$ cat src/rtl/serial_word_receiver.sv
`default_nettype none
// ============================================================================
// Module      : serial_word_receiver
// Description : Receiving end of a shift-right serial link. Samples carry_in
//               on every shr strobe (LSB first), reassembles WIDTH-bit words
//               and presents them through a one-word valid/ready buffer.
//               A completed word that finds the buffer occupied is dropped
//               and the sticky overflow flag is raised.
//
//               Optional feature macro: PARITY_CHECK_EN
//                 defined   : frame = WIDTH data bits + 1 parity bit,
//                             parity_err reports the check for data_out
//                             (PARITY_ODD: 0 = even, 1 = odd parity)
//                 undefined : frame = WIDTH bits, parity_err tied to 0
//
// Ports       : clk        - clock, rising edge
//               rst        - synchronous active-high reset
//               clr        - synchronous abort of the partially received word
//               shr        - bit strobe, carry_in sampled this cycle
//               carry_in   - serial data bit, LSB first
//               data_ready - consumer accepts data_out this cycle
//               data_out   - received word
//               data_valid - data_out holds an unconsumed word
//               bit_count  - bits of the current frame received so far
//               overflow   - sticky, a completed word was dropped
//               parity_err - parity result for data_out
//
// Revision    : 1.0 - initial release
// ============================================================================
module serial_word_receiver #(
    parameter int WIDTH      = 8,
    parameter bit PARITY_ODD = 1'b0
) (
    input  logic                         clk,
    input  logic                         rst,
    input  logic                         clr,
    input  logic                         shr,
    input  logic                         carry_in,
    input  logic                         data_ready,
    output logic [WIDTH-1:0]             data_out,
    output logic                         data_valid,
    output logic [$clog2(WIDTH+2)-1:0]   bit_count,
    output logic                         overflow,
    output logic                         parity_err
);

    localparam int CW = $clog2(WIDTH + 2);

`ifdef PARITY_CHECK_EN
    localparam bit c_par_en = 1'b1;
`else
    localparam bit c_par_en = 1'b0;
`endif

    localparam logic [CW-1:0] c_last_data = CW'(WIDTH - 1);

    typedef enum logic [0:0] {
        ST_RECV = 1'b0,
        ST_PAR  = 1'b1
    } state_t;

    state_t           r_state;
    logic [WIDTH-1:0] r_sr;
    logic [CW-1:0]    r_bit_count;
    logic [WIDTH-1:0] r_data_out;
    logic             r_data_valid;
    logic             r_overflow;
    logic             r_parity_err;

    logic [WIDTH-1:0] w_shift;
    logic [WIDTH-1:0] w_word;
    logic             w_last_data;
    logic             w_complete;
    logic             w_slot_free;
    logic             w_par_err;
    logic             w_unused_cfg;

    // Without the parity feature PARITY_ODD has no function.
    assign w_unused_cfg = PARITY_ODD;

    always_comb begin
        w_shift     = {carry_in, r_sr[WIDTH-1:1]};
        w_last_data = (r_bit_count == c_last_data);
        // With parity the word completes on the strobe taken in PAR; without
        // it, on the strobe that delivers the last data bit.
        w_complete  = shr && (c_par_en ? (r_state == ST_PAR) : w_last_data);
        // In PAR the shift register already holds all data bits and the
        // current carry_in is the parity bit, which never enters the word.
        w_word      = c_par_en ? r_sr : w_shift;
        w_par_err   = ((^r_sr) ^ carry_in) != PARITY_ODD;
        // The slot can take a new word if empty or being drained right now.
        w_slot_free = !r_data_valid || data_ready;
    end

    always_ff @(posedge clk) begin
        if (rst) begin
            r_state      <= ST_RECV;
            r_sr         <= '0;
            r_bit_count  <= '0;
            r_data_out   <= '0;
            r_data_valid <= 1'b0;
            r_overflow   <= 1'b0;
            r_parity_err <= 1'b0;
        end else begin
            // Consumer handshake; a word completing this same cycle below
            // overrides this and keeps valid high.
            if (r_data_valid && data_ready) begin
                r_data_valid <= 1'b0;
            end

            if (clr) begin
                r_state     <= ST_RECV;
                r_sr        <= '0;
                r_bit_count <= '0;
                r_overflow  <= 1'b0;
            end else if (shr) begin
                case (r_state)
                    ST_RECV: begin
                        r_sr <= w_shift;
                        if (w_last_data && !c_par_en) begin
                            r_bit_count <= '0;
                        end else begin
                            r_bit_count <= r_bit_count + 1'b1;
                        end
                        if (w_last_data && c_par_en) begin
                            r_state <= ST_PAR;
                        end
                    end
                    ST_PAR: begin
                        r_bit_count <= '0;
                        r_state     <= ST_RECV;
                    end
                    default: begin
                        r_bit_count <= '0;
                        r_state     <= ST_RECV;
                    end
                endcase

                if (w_complete) begin
                    if (w_slot_free) begin
                        r_data_out   <= w_word;
                        r_data_valid <= 1'b1;
                        r_parity_err <= c_par_en && w_par_err;
                    end else begin
                        r_overflow   <= 1'b1;
                    end
                end
            end
        end
    end

    assign data_out   = r_data_out;
    assign data_valid = r_data_valid;
    assign bit_count  = r_bit_count;
    assign overflow   = r_overflow;
    assign parity_err = r_parity_err;

endmodule
`default_nettype wire

$ cat config.mk
export PLATFORM = sky130hd
export DESIGN_NAME = serial_word_receiver
export DESIGN_NICKNAME = d
export VERILOG_FILES = /design/src/rtl/serial_word_receiver.sv
export SDC_FILE = /design/constraint.sdc
export NUM_CORES = 1
export LEC_CHECK = 0
export ABC_AREA = 1
export CAP_MARGIN = 10
export CORE_MARGIN = 1
export CORE_UTILIZATION = 53
export CTS_BUF_LIST = sky130_fd_sc_hd__clkbuf_2 sky130_fd_sc_hd__clkbuf_4 sky130_fd_sc_hd__clkbuf_8
export DETAILED_ROUTE_END_ITERATION = 8
export PLACE_DENSITY = 0.95
export SLEW_MARGIN = 20
export SYNTH_ARGS = -nofsm -noshare
export SYNTH_HDL_FRONTEND = slang
export SYNTH_SLANG_ARGS = --single-unit
export TNS_END_PERCENT = 10
$ cat constraint.sdc
create_clock -name clk -period 2.45 [get_ports clk]
set_input_delay 0.245 -clock clk [delete_from_list [all_inputs] [get_ports clk]]
set_output_delay 0.245 -clock clk [all_outputs]
set_load 0.02 [all_outputs]
==> results of run 1 <==
[placed cells by master (no fill, tap or decap), drive strengths merged]
cell	n
dfxtp	21
nand3	8
a21oi	9
clkdlybuf4s50	19
inv	15
o21ai	11
nor2	25
nand2	18
clkinv	1
nor3b	1
ha	1
conb	1
xor2	1
clkbuf	3
[worst max path at each step]
stage	from	to	slack, ps
after CTS	bit_count[2]	bit_count[2]	850
final	bit_count[2]	bit_count[2]	850
after floorplan	bit_count[1]	data_out[0]	1220
after global placement	shr	data_out[3]	790
after global routing	bit_count[2]	bit_count[2]	830
after detailed placement	clr	bit_count[0]	630
[kinds of logic (layout without fill, tap and decap cells)]
logic type / Yosys count / after routing / synth area share (%)
flops: 21 / 21 / 48.9
other cells: 1 / 1 / 0.436
compound gates: 20 / 20 / 12.1
buf+inv: 18 / 38 / 9.17
fa+ha+maj: 1 / 1 / 1.46
xor+xnor: 1 / 1 / 1.02
simple gates: 52 / 52 / 26.9
[flip-flops by register name, summed over array words and instances, names as in the netlist]
register,count
data_out,8
r_sr,7
bit_count,4
data_valid,1
overflow,1
[per-layer routing]
| metal | part of all wire (%) | global-route usage (%) | vias to the layer above |
|---|---|---|---|
| li1 | - | - | 396 |
| met1 | 41 | 22.5 | 340 |
| met2 | 55 | 39.4 | 13 |
| met3 | 3.0 | 2.59 | 2 |
| met4 | 0.63 | 7.50 | 0 |
| met5 | 0 | 0 | - |
[layout make-up]
type | count | area share, %
inverters | 15 | 5.24
multi-input cells | 75 | 33.5
well taps | 16 | 1.86
flip-flops and latches | 21 | 39.1
repair buffers | 19 | 17.7
clock inverters | 1 | 0.466
clock buffers | 3 | 2.10
[power breakdown]
part	leakage (uW)	internal [uW]	switching, uW
registers	0.000170	347	3.67
clock network	0.0000177	60.9	102
logic	0.000225	18.0	27.2
[per-stage QoR]
stage               hold WS (ps)  instance area, um2
detailed placement           453                1050
finish                       468                1070
CTS                          470                1070
floorplan                    357                 860
global placement             446                1050
global route                 501                1070
==> run summary, run 1 <==
status = finished, final reports clean
CP max stage delay = 650 ps
Leak = 0.000413 uW
pin count of the biggest net entering global routing = 13
core box area = 1510 um2
fmax = 626 MHz
vias in the first global route = 716
via count = 751
Area contributors post-synth = dfxtp_1 49%, nor2_1 9.6%, nand2_1 7.0%, o21ai_1 5.8%, inv_1 5.2%
Reg area = 420 um2
Worst Hold Class = reg -> reg
Setup Buffers After CTS = 0
Synth top area share = 48.9%
Final Power = 559 uW
grt total ovfl = 0
HP Start = overflow
Pwr Density = 520 nW/um2
Clock Path Buffers = 2
final wirelength = 1600 um
syn_area_per_cell = 7.54 um2
R2R Setup Slk = 1160 ps
Clk pin slew, worst setup/hold paths = 110 ps
Initial Utilization = 57.1%
Initial DRC Count = 14
Wirelength per Cell = 10.6 um
DIE WIDTH = 42.3 um
Placed Cells = 146
worst slew pin tran = 650 ps
Yosys cell types = 18
Detail Route Antenna Nets = 0
# DRC = 0
DRT Pass-1 Iters = 4
RSZ-0062 raised after global routing = false
row count = 14
# clock sinks = 21
Mapped Cells = 114
post-route setup TNS = 0 ps
HPWL Detailed = 1290 um
Final Hold Viols = 0
Final setup viols = 0
Area Overhead vs Synth = 25.0%
Die Y-Extent = 42.3 um
CP Data Arrival Time = 1350 ps
Clock Latency Late Sink = 300 ps
dominant synthesized flop cell = dfxtp_1
total track usage = 20.5%
FFs w/ async S/R, synth = 0%
IO Port Bufs = 19
worst reg2reg endpoint = bit_count[0]
Clk Tree Root Cell = clkbuf_4
peak supply drop = 0.320 mV
Top Family by Delay on Critical Path = buffers and inverters
hold path cells = 2
min cycle time layout = 1600 ps
Synth top cells by count = 22 x nor2_1, 21 x dfxtp_1, 16 x nand2_1
hold path endpoint = overflow
r2r startpoint = bit_count[0]
WP depth = 1
placer's final routability congestion estimate = 0.804
Layout fillers = 131
Post-Layout Cell Count = 150
synthesized flop and latch total = 21
cts repair resizes = 0
slowest CP cell = clkdlybuf4s50_1
H-tree depth = 1
cts bufs inserted = 3
count of flip-flops with a built-in enable after synthesis = 0
Final Max Tran Viols = 0
synthesized net count = 121
final worst slack = 853 ps
ANT cells = 0
synth warn = 0
hold buffer count at CTS = 0
maximum fanout along the worst path = 4
Crit path buffers/inverters = 1
startpoint types = flip-flop
initial antenna violation count = 0
ordered cell list for the critical path = clkdlybuf4s50_1
post-synth top area cell = dfxtp_1
nets@finish = 142
Die ar. = 1790 um2
area of the multi-input gates = 360 um2
sequential share of the synthesized area = 48.9%
pre-CTS setup slack = 628 ps
final core occ = 71.3%
Fin Clk Skew = 3.62 ps
CTS tree = done
first-pass GRT wire length = 2850 um
Worst R2R Path Depth = 6
layout cells sized above 1 = 9.70%
Syn Std Cell Area = 860 um2
I/O pin cnt = 21
kind of critical path = reg -> out
slew margin rel. = 56.5%
most numerous cell in the Yosys netlist = nor2_1
CP Data Required Time = 2200 ps
crit end category = primary output
Tcrit/Tclk final = 65.2%
Max Cap Viol = 0
via density per instance = 5.01
No activity file was read; power rests on OpenSTA's default activity.
==> run 2, diff against run 1 <==
- CORE_UTILIZATION: 53 -> 50
- PLACE_DENSITY: 0.95 -> 0.92
- clock period: 2.45 -> 1.5 ns (I/O delays scaled with it)
==> run summary, run 2 (synthesis gave the netlist of run 1 again) <==
peak supply drop = 0.782 mV
Final setup viols = 0
grt total ovfl = 0
Clk pin slew, worst setup/hold paths = 120 ps
CP Data Arrival Time = 1320 ps
Max Cap Viol = 0
placer's final routability congestion estimate = 0.856
Top Family by Delay on Critical Path = buffers and inverters
IO Port Bufs = 19
Initial Utilization = 55.1%
placed inst area = 1060 um2
CP max stage delay = 630 ps
commonest non-fill, non-tap cell in the layout = nor2_1
Detail Route Antenna Nets = 0
HPWL Detailed = 1290 um
met3 WL post-DR = 40 um
Initial DRC Count = 22
slowest CP cell = clkdlybuf4s50_1
M1 WL = 745 um
Clock Latency Late Sink = 300 ps
first-pass GRT wire length = 2640 um
Pwr Density = 845 nW/um2
min cycle time layout = 1470 ps
hold buffer count at CTS = 0
vias in the first global route = 626
Die ar. = 1890 um2
status = complete, but fails checks
commonest cells after routing, fill and taps aside = 22 x nor2_1, 21 x dfxtp_1, 18 x clkdlybuf4s50_1
startpoint types = flip-flop
row count = 14
Routed met2 length = 823 um
Final Hold Viols = 0
RSZ-0062 raised after global routing = false
initial antenna violation count = 0
Tcrit/Tclk final = 98.1%
layout cells sized above 1 = 11.0%
fmax = 680 MHz
DIE WIDTH = 43.5 um
core box area = 1560 um2
ordered cell list for the critical path = clkdlybuf4s50_1
Crit path buffers/inverters = 1
via count = 768
nets@finish = 144
cts repair resizes = 1
# DRC = 8
top sig layer = met4
ANT cells = 0
Wirelength per Cell = 10.7 um
# clock sinks = 21
max reg flops = 8
Clk Tree Root Cell = clkbuf_4
Setup Buffers After CTS = 0
post-route setup TNS = 0 ps
maximum fanout along the worst path = 4
Clock Path Buffers = 2
Fin Clk Skew = 2.09 ps
final wirelength = 1620 um
via density per instance = 5.05
pin count of the biggest net entering global routing = 13
I/O pin cnt = 21
Worst Hold Class = in -> reg
Final Max Tran Viols = 0
CTS tree = done
total track usage = 18.1%
kind of critical path = reg -> out
Area Overhead vs Synth = 26.6%
DRT Pass-1 Iters = 6
CP Data Required Time = 1350 ps
Post-Layout Inst Area = 1090 um2
Die Y-Extent = 43.5 um
crit end category = primary output
cts bufs inserted = 3
Leak = 0.000428 uW
H-tree depth = 1
failing checks = DRC
run 2: changes by cell type in the layout (fill, tap and decap cells not counted):
cell / delta
clkdlybuf4s50_1: -1
dlygate4sd2_1: +1
buf_4: +2
run 2: metal layers:
metal | global-route usage, % | vias up
met5 | 0 | -
met4 | 5.63 | 0
met3 | 2.50 | 2
met2 | 29.1 | 13
met1 | 25.3 | 354
li1 | - | 399
run 2: final cells by class:
cell class / instances / area (um2)
clock inverters: 1 / 5.00
multi-input cells: 75 / 360
repair buffers: 21 / 204
clock buffers: 3 / 22.5
inverters: 15 / 56.3
well taps: 16 / 20.0
fillers: 121 / 470
flip-flops and latches: 21 / 420
run 2: worst paths after layout:
path / from / to / slack [ps] / cells past startpoint
worst min register to register: overflow / overflow / 480 / 2
worst max register to register: bit_count[1] / data_out[4] / 270 / 7
worst max-delay path: bit_count[1] / bit_count[1] / 30 / 1
worst min-delay path: rst / data_valid / 480 / 2
run 2: metrics by stage:
stage / cells / worst slack, ps / total power, uW / hold WS (ps) / util (%)
after detailed placement: 148 / 161 / 662 / 461 / 68.1
after global placement: 148 / 207 / 659 / 444 / 68.1
after floorplan: 114 / 270 / 633 / 262 / -
after CTS: 152 / 23.4 / 922 / 478 / 69.8
after global routing: 152 / 3.72 / 954 / 510 / 69.8
final: 152 / 29.0 / 919 / 479 / 69.8
run 2: where the power goes:
part           switching (uW)  total [uW]  internal, uW
sequential               5.47         572           567
clock                     170         269          99.2
combinational            45.6        78.2          32.7
total                     221         919           698
